$ cat src/rtl/cache_pkg.sv
// Shared definitions for the cache miss-fill controller: state encodings,
// default block geometry and the block-base mask helper.
package cache_pkg;

    typedef enum logic [1:0] {
        FILL_IDLE   = 2'b00,
        FILL_ACTIVE = 2'b01
    } fill_state_t;

    localparam int CACHE_BLOCK_WORDS = 8;
    localparam int BLOCK_BYTES       = CACHE_BLOCK_WORDS * 2;
    localparam int OFFSET_BITS       = $clog2(BLOCK_BYTES);

    // All-ones mask with the low offset_bits cleared; AND with a byte address to get its block base.
    function automatic logic [31:0] block_mask(input int unsigned offset_bits);
        block_mask = ~((32'd1 << offset_bits) - 32'd1);
    endfunction

endpackage

$ cat src/rtl/cache_fill_counter.sv
// Clearable, enable-gated up-counter that saturates at MAX, with a terminal-count
// flag that asserts when the count equals TC.
module fill_counter #(
    parameter int W   = 4,
    parameter int MAX = 8,
    parameter int TC  = 8
) (
    input  logic         clk,
    input  logic         rst,
    input  logic         clear,
    input  logic         en,
    output logic [W-1:0] count,
    output logic         tc
);

    localparam logic [W-1:0] MAX_V = W'(MAX);
    localparam logic [W-1:0] TC_V  = W'(TC);

    // NOTE: sequential state uses non-blocking assignments so every flop samples pre-edge values.
    always_ff @(posedge clk) begin
        if (rst) begin
            count <= '0;
        end else if (clear) begin
            count <= '0;
        end else if (en && (count != MAX_V)) begin
            count <= count + 1'b1;
        end
    end

    assign tc = (count == TC_V);

endmodule

$ cat src/rtl/cache_fill_fsm.sv
// Miss-handling controller: on a miss, issues pipelined reads for one cache block,
// streams returning words into the data array, then pulses the tag write.
module cache_fill_fsm
    import cache_pkg::*;
#(
    parameter int BLOCK_WORDS = CACHE_BLOCK_WORDS,
    parameter int MEM_LATENCY = 4,
    parameter int ADDR_W      = 16,
    parameter int DATA_W      = 16
) (
    input  logic              clk,
    input  logic              rst,
    input  logic              miss_detected,
    input  logic [ADDR_W-1:0] miss_address,
    input  logic [DATA_W-1:0] memory_data,
    input  logic              memory_data_valid,
    output logic              fsm_busy,
    output logic              mem_read_en,
    output logic [ADDR_W-1:0] memory_address,
    output logic              write_data_array,
    output logic [ADDR_W-1:0] fill_address,
    output logic [DATA_W-1:0] fill_data,
    output logic              write_tag_array
);

    localparam int OFF_BITS = $clog2(BLOCK_WORDS * 2);
    localparam int CNT_W    = $clog2(BLOCK_WORDS) + 1;
    localparam logic [31:0] MASK32 = block_mask(OFF_BITS);

    // The FSM counts responses, so latency only constrains legal configurations.
    if ((BLOCK_WORDS < 2) || ((BLOCK_WORDS & (BLOCK_WORDS - 1)) != 0) ||
        (MEM_LATENCY < 1) || (ADDR_W > 32)) begin : g_param_check
        $error("cache_fill_fsm: unsupported parameter combination");
    end

    fill_state_t       state, state_next;
    logic [ADDR_W-1:0] block_base;
    logic              start;
    logic              rcv_en;
    logic [CNT_W-1:0]  issue_cnt, rcv_cnt;
    logic              issue_done, rcv_last;
    logic [ADDR_W-1:0] issue_off, rcv_off;

    always_ff @(posedge clk) begin
        if (rst) begin
            state      <= FILL_IDLE;
            block_base <= '0;
        end else begin
            state <= state_next;
            if (start) begin
                block_base <= miss_address & MASK32[ADDR_W-1:0];
            end
        end
    end

    // Issue counter saturates at BLOCK_WORDS; receive counter flags the last word.
    fill_counter #(.W(CNT_W), .MAX(BLOCK_WORDS), .TC(BLOCK_WORDS)) u_issue_cnt (
        .clk   (clk),
        .rst   (rst),
        .clear (start),
        .en    (mem_read_en),
        .count (issue_cnt),
        .tc    (issue_done)
    );

    fill_counter #(.W(CNT_W), .MAX(BLOCK_WORDS), .TC(BLOCK_WORDS - 1)) u_rcv_cnt (
        .clk   (clk),
        .rst   (rst),
        .clear (start),
        .en    (rcv_en),
        .count (rcv_cnt),
        .tc    (rcv_last)
    );

    assign issue_off = ADDR_W'(issue_cnt) << 1;
    assign rcv_off   = ADDR_W'(rcv_cnt) << 1;
    assign rcv_en    = (state == FILL_ACTIVE) && memory_data_valid;
    assign fill_data = memory_data;

    // NOTE: every always_comb output gets a default first so no path can infer a latch.
    always_comb begin
        state_next       = state;
        start            = 1'b0;
        fsm_busy         = 1'b0;
        mem_read_en      = 1'b0;
        memory_address   = '0;
        write_data_array = 1'b0;
        fill_address     = '0;
        write_tag_array  = 1'b0;
        unique case (state)
            FILL_IDLE: begin
                // Busy in the miss cycle itself so the CPU stalls immediately.
                if (miss_detected) begin
                    fsm_busy   = 1'b1;
                    start      = 1'b1;
                    state_next = FILL_ACTIVE;
                end
            end
            FILL_ACTIVE: begin
                fsm_busy         = 1'b1;
                mem_read_en      = !issue_done;
                memory_address   = block_base + issue_off;
                write_data_array = memory_data_valid;
                fill_address     = block_base + rcv_off;
                if (memory_data_valid && rcv_last) begin
                    write_tag_array = 1'b1;
                    state_next      = FILL_IDLE;
                end
            end
            default: state_next = FILL_IDLE;
        endcase
    end

endmodule

$ cat config.mk
export PLATFORM = sky130hd
export DESIGN_NAME = cache_fill_fsm
export DESIGN_NICKNAME = d
export VERILOG_FILES = /design/src/rtl/cache_pkg.sv /design/src/rtl/cache_fill_counter.sv /design/src/rtl/cache_fill_fsm.sv
export SDC_FILE = /design/constraint.sdc
export NUM_CORES = 1
export LEC_CHECK = 0
export BUFFER_PORTS_ARGS = -buffer_cell sky130_fd_sc_hd__buf_2
export CORE_MARGIN = 2
export CORE_UTILIZATION = 49
export CTS_CLUSTER_SIZE = 40
export DETAILED_ROUTE_END_ITERATION = 7
export PLACE_DENSITY = 0.82
export REMOVE_ABC_BUFFERS = 1
export SYNTH_ARGS = -nofsm -noshare
export SYNTH_HDL_FRONTEND = slang
export SYNTH_SLANG_ARGS = --single-unit
$ cat constraint.sdc
create_clock -name clk -period 3.4 [get_ports clk]
set_clock_uncertainty 0.2 [all_clocks]
set_input_delay 0.68 -clock clk [delete_from_list [all_inputs] [get_ports clk]]
set_output_delay 0.68 -clock clk [all_outputs]
set_load 0.05 [all_outputs]
---- Word-level counts from Yosys, hierarchy flattened ----
Cells that the tools add are included.
operators by class
  $mul .................................... 0
  shift-type cells ........................ 0
  magnitude comparators ................... 0
  bitwise gates (word level) .............. 0
  reduce and logical (&&, ||, !) cells .... 8
  multiplexer cells ....................... 12
  eq/ne operators ......................... 7
  add/subtract/negate cells ............... 4
  div/mod/pow operators ................... 0
operator list
  kind                 count
  $add 16x5->16        2
  $mux 16              2
  $add 4x1->4 const B  2
  $ne 4x4->1 const B   2
  $mux 1               6
  $eq 4x3->1 const B   1
  $eq 4x4->1 const B   1
  $logic_and 1x1->1    4
  $mux 2               2
  $pmux 2 s2           1
  $eq 2x1->1 const B   1
  $logic_not 2->1      1
  $ne 2x1->1 const B   1
  $ne 2x2->1 const B   1
  $pmux 1 s2           1
  $reduce_and 2->1     1
  $reduce_or 2->1      1
  $logic_not 1->1      1
storage, ports and cells
  bits in read-only memories .............. 0
  bits in latches ......................... 0
  memories ................................ 0
  output and inout port bits .............. 52
  flip-flop bits (word level) ............. 22
  memory bits (writable) .................. 0
  logic and storage cells ................. 35
  input port bits ......................... 36

---- Longest topological paths before layout ----
  depth in word-level cells ............... 4
  gate-level depth with buffers ........... 5

---- Cells and area by module ----
Synthesis repeated with hierarchy kept, for this count alone.
unflattened totals
  cell total of the unflattened synthesis .. 222
  area total of the unflattened synthesis .. 1719.1 µm²
modules (own cells, without submodules)
  module                       cells each  area an instance (µm²)  seq. area each (µm²)  instances
  cache_fill_fsm               171         1257.5                  260.2                 1
  fill_counter at u_rcv_cnt    26          237.7                   80.1                  1
  fill_counter at u_issue_cnt  25          224.0                   80.1                  1

---- Least setup slack after synthesis ----
Ideal clock, no wire load.
  kind .................................... reg2out
  start point ............................. register u_rcv_cnt.count[3]
  end point ............................... output fill_address[10]
  cell stages (with the launch flop) ...... 6
  path buffers ............................ 0
  arrival time ............................ 1.967 ns
  path slack .............................. 0.553 ns
  data required time ...................... 2.520 ns
  path through ............................ dfxtp_1 ha_1 ha_1 nand3_1 or3_1 a21oi_1
on the way
  cells in the longest elaborated chain, start to end .. 2
ends and longest elaborated chain
  item                    RTL line                  RTL
  from (decl)             cache_fill_counter.sv:12  output logic [W-1:0] count,
  from (signal assigned)  cache_fill_counter.sv:26  count <= count + 1'b1;
  $add 16x5->16           cache_fill_fsm.sv:104     fill_address = block_base + rcv_off;
  $mux 16                 cache_fill_fsm.sv:90      unique case (state)
  to (decl)               cache_fill_fsm.sv:21      output logic [ADDR_W-1:0] fill_address,
No other way between the ends.

---- Worst setup path in the final report ----
  start point ............................. register state[0]
  end point ............................... output memory_address[13]
on the way
  cells in the longest elaborated chain, start to end .. 2
ends and longest elaborated chain
  item                    RTL line              RTL
  from (decl)             cache_fill_fsm.sv:36  fill_state_t state, state_next;
  from (signal assigned)  cache_fill_fsm.sv:49  state <= state_next;
  $eq 2x1->1              cache_fill_fsm.sv:90
  $mux 16                 cache_fill_fsm.sv:90
  to (decl)               cache_fill_fsm.sv:19  output logic [ADDR_W-1:0] memory_address,
No other way between the ends.

==> flow_summary.json <==
{
  "status": "finished clean",
  "synth_top_area_share_pct": 25.61,
  "critical_path_arrival_ps": 2110,
  "dieArea_um2": 3829,
  "finalWorstPathRequiredPeriod_ps": 2991,
  "cts_made_buffers": 3,
  "dr_total_vias": 1531,
  "synth-seq-cells": 21,
  "dr.pass1.iters": 4,
  "antenna_found_initial": 0,
  "gp_congestion": 0.8518,
  "core-area_um2": 3284,
  "cts_buffer_depth": 2,
  "dp_hpwl_um": 2847,
  "hold_viol": 0,
  "setup_violations": 0,
  "rsz0062_at_grt": "false",
  "start_util_pct": 49.98,
  "tns_ps": 0,
  "synth_async_sr_flop_share_pct": 0,
  "worstReg2RegStart": "state[0]",
  "cap_violations": 0,
  "track_usage_pct": 19.67,
  "wl_per_cell_um": 12.92,
  "fmax_mhz": 334.3,
  "pwr_density_cell_nw_per_um2": 297.2,
  "die_w_um": 61.88,
  "grt_pass1_vias": 1210,
  "drt-total-wl_um": 3760,
  "cp.required_ps": 2520,
  "grt_pass1_wl_um": 5582,
  "area_delta_synth_final_pct": 5.183,
  "tightestPinTransition_ps": 841.6,
  "r2r_end": "u_issue_cnt.count[0]",
  "clkSinkCount": 21,
  "clk_latency_ps": 300,
  "grt_max_degree": 24,
  "regToRegSetupSlack_ps": 1300,
  "synth_commonest_cells": "33 x nand2_1, 27 x a21oi_1, 21 x buf_4, 21 x dfxtp_1, 18 x nor2_1",
  "diodes": 0,
  "syn_inst": 224,
  "dp_worst_setup_slack_ps": 754.2,
  "whs_path_depth": 2,
  "synth_top_area_cell": "dfxtp_1",
  "num_rows": 21,
  "ir_drop_v": 0.0001512,
  "synth_flop_cell": "dfxtp_1",
  "worst_slack_ps": 408.9,
  "reg2regPathDepth": 3,
  "cts_root_buffer": "clkbuf_4",
  "leakage_nw": 0.7484,
  "clkTransAtPathRegs_ps": 120,
  "min-delay-path-class": "reg -> reg",
  "numPortBuffers": 49,
  "synth_edf_count": 0,
  "avgViaCountPerCell": 5.261,
  "cts_hold_buf": 0,
  "cts_tree": "done",
  "globalRouteOverflowTotal": 0,
  "fp.dieH_um": 61.88,
  "ios": 88,
  "drc": 0,
  "drv_slew": 0,
  "netlist_area_um2": 1642,
  "drtIter0Drc": 72,
  "cts_max_level": 1,
  "holdCritStartpoint": "block_base[15]",
  "fill_cells": 345,
  "yosys_warnings": 0,
  "avgSynthCellArea_um2": 7.328,
  "cts-resized-gates": 0,
  "synth.most_common_cell": "nand2_1",
  "start_kind": "register",
  "synth_area_leaders": "dfxtp_1 26%, buf_4 9.6%, a21oi_1 8.2%",
  "hold_end": "block_base[15]",
  "timing.final.crit_share_pct": 87.97,
  "end_kind": "primary output",
  "cp_max_fo": 23,
  "synth_seq_area_share_pct": 25.61,
  "ys_types": 30,
  "fin_nets": 290,
  "worstSetupPathType": "reg -> out",
  "cts_setup_buffers": 0,
  "ant_nets": 0,
  "maxSlewHeadroom_pct": 43.78,
  "drive_above_1_share_pct": 22.04
}
[logic make-up after synthesis]
logic type | share of synthesized area [%]
simple gates | 29.80
compound gates | 12.80
buf+inv | 16.92
flops | 25.61
fa+ha+maj | 6.098
xor+xnor | 4.268
mux | 4.268
other cells | 0.2284
[worst max-delay path, stage by stage (launching register included)]
cell and delay, ps:
dfxtp_1 740, inv_1 490, a21oi_1 270, buf_2 300
[through the flow]
stage	util (%)	cell area (µm²)	cells	hold WS (ps)	power, mW
2_1_floorplan	-	1398	192	238.2	0.3598
3_3_place_gp	51.77	1700	287	251.7	0.3914
3_5_place_dp	51.77	1700	287	260.2	0.3949
4_1_cts	52.57	1727	291	277.8	0.5172
5_1_grt	52.57	1727	291	308.6	0.5377
6_report	52.57	1727	291	275.0	0.5131
[final cells by class]
type | count | area, µm² | area share [%]
Timing Repair Buffer | 49 | 245.2 | 14.20
Tap cell | 46 | 57.56 | 3.333
Sequential cell | 21 | 420.4 | 24.35
Multi-Input combinational cell | 163 | 947.2 | 54.85
Clock buffer | 4 | 26.28 | 1.522
Inverter | 8 | 30.03 | 1.739
[placed cells by master, fill, tap and decap left out]
cell and count:
buf_2 49, nand4_4 1, mux2i_1 7, o21ai_0 12, or3_1 7, nand2b_1 5
or3_2 1, nor2b_1 1, and2_1 5, and3b_1 2, dfxtp_1 21, clkbuf_1 1
nand3b_1 2, nor2_1 18, clkbuf_4 3, conb_1 2, ha_1 8, nand4_1 5
or4_1 3, nand2_1 33, nand3_1 9, o31ai_1 2, nor3_1 5, xor2_1 6
inv_1 8, xnor2_1 2, a21oi_1 27
[where the power goes]
part	leakage (nW)	internal [mW]	total [mW]	switching, mW
sequential	0.172	0.256	0.278	0.0211
combinational	0.562	0.0309	0.112	0.0808
clock	0.0150	0.0458	0.124	0.0782
[worst max-delay path by stage]
stage | start | end | slack [ps] | cells past startpoint
after global routing | state[0] | fill_address[13] | 210 | 3
after global placement | u_rcv_cnt.count[3] | fill_address[10] | 770 | 6
final | state[0] | memory_address[13] | 410 | 3
after detailed placement | state[0] | memory_address[13] | 750 | 3
after floorplan | u_rcv_cnt.count[3] | fill_address[10] | 550 | 5
after CTS | state[0] | memory_address[13] | 400 | 3
[sequential cells by signal, summed over array words and instances (netlist names)]
signal and count:
u_rcv_cnt.count 4, block_base 12, state 1, u_issue_cnt.count 4
[metal layers]
| layer | share of wire, % | up-vias | global-route usage [%] |
|---|---|---|---|
| met4 | 1.6 | 0 | 6.383 |
| li1 | - | 773 | - |
| met5 | 0 | - | 7.143 |
| met2 | 43 | 68 | 27.07 |
| met1 | 46 | 684 | 27.35 |
| met3 | 8.8 | 6 | 7.660 |
Note: power is estimated with default switching activity, not from simulation.
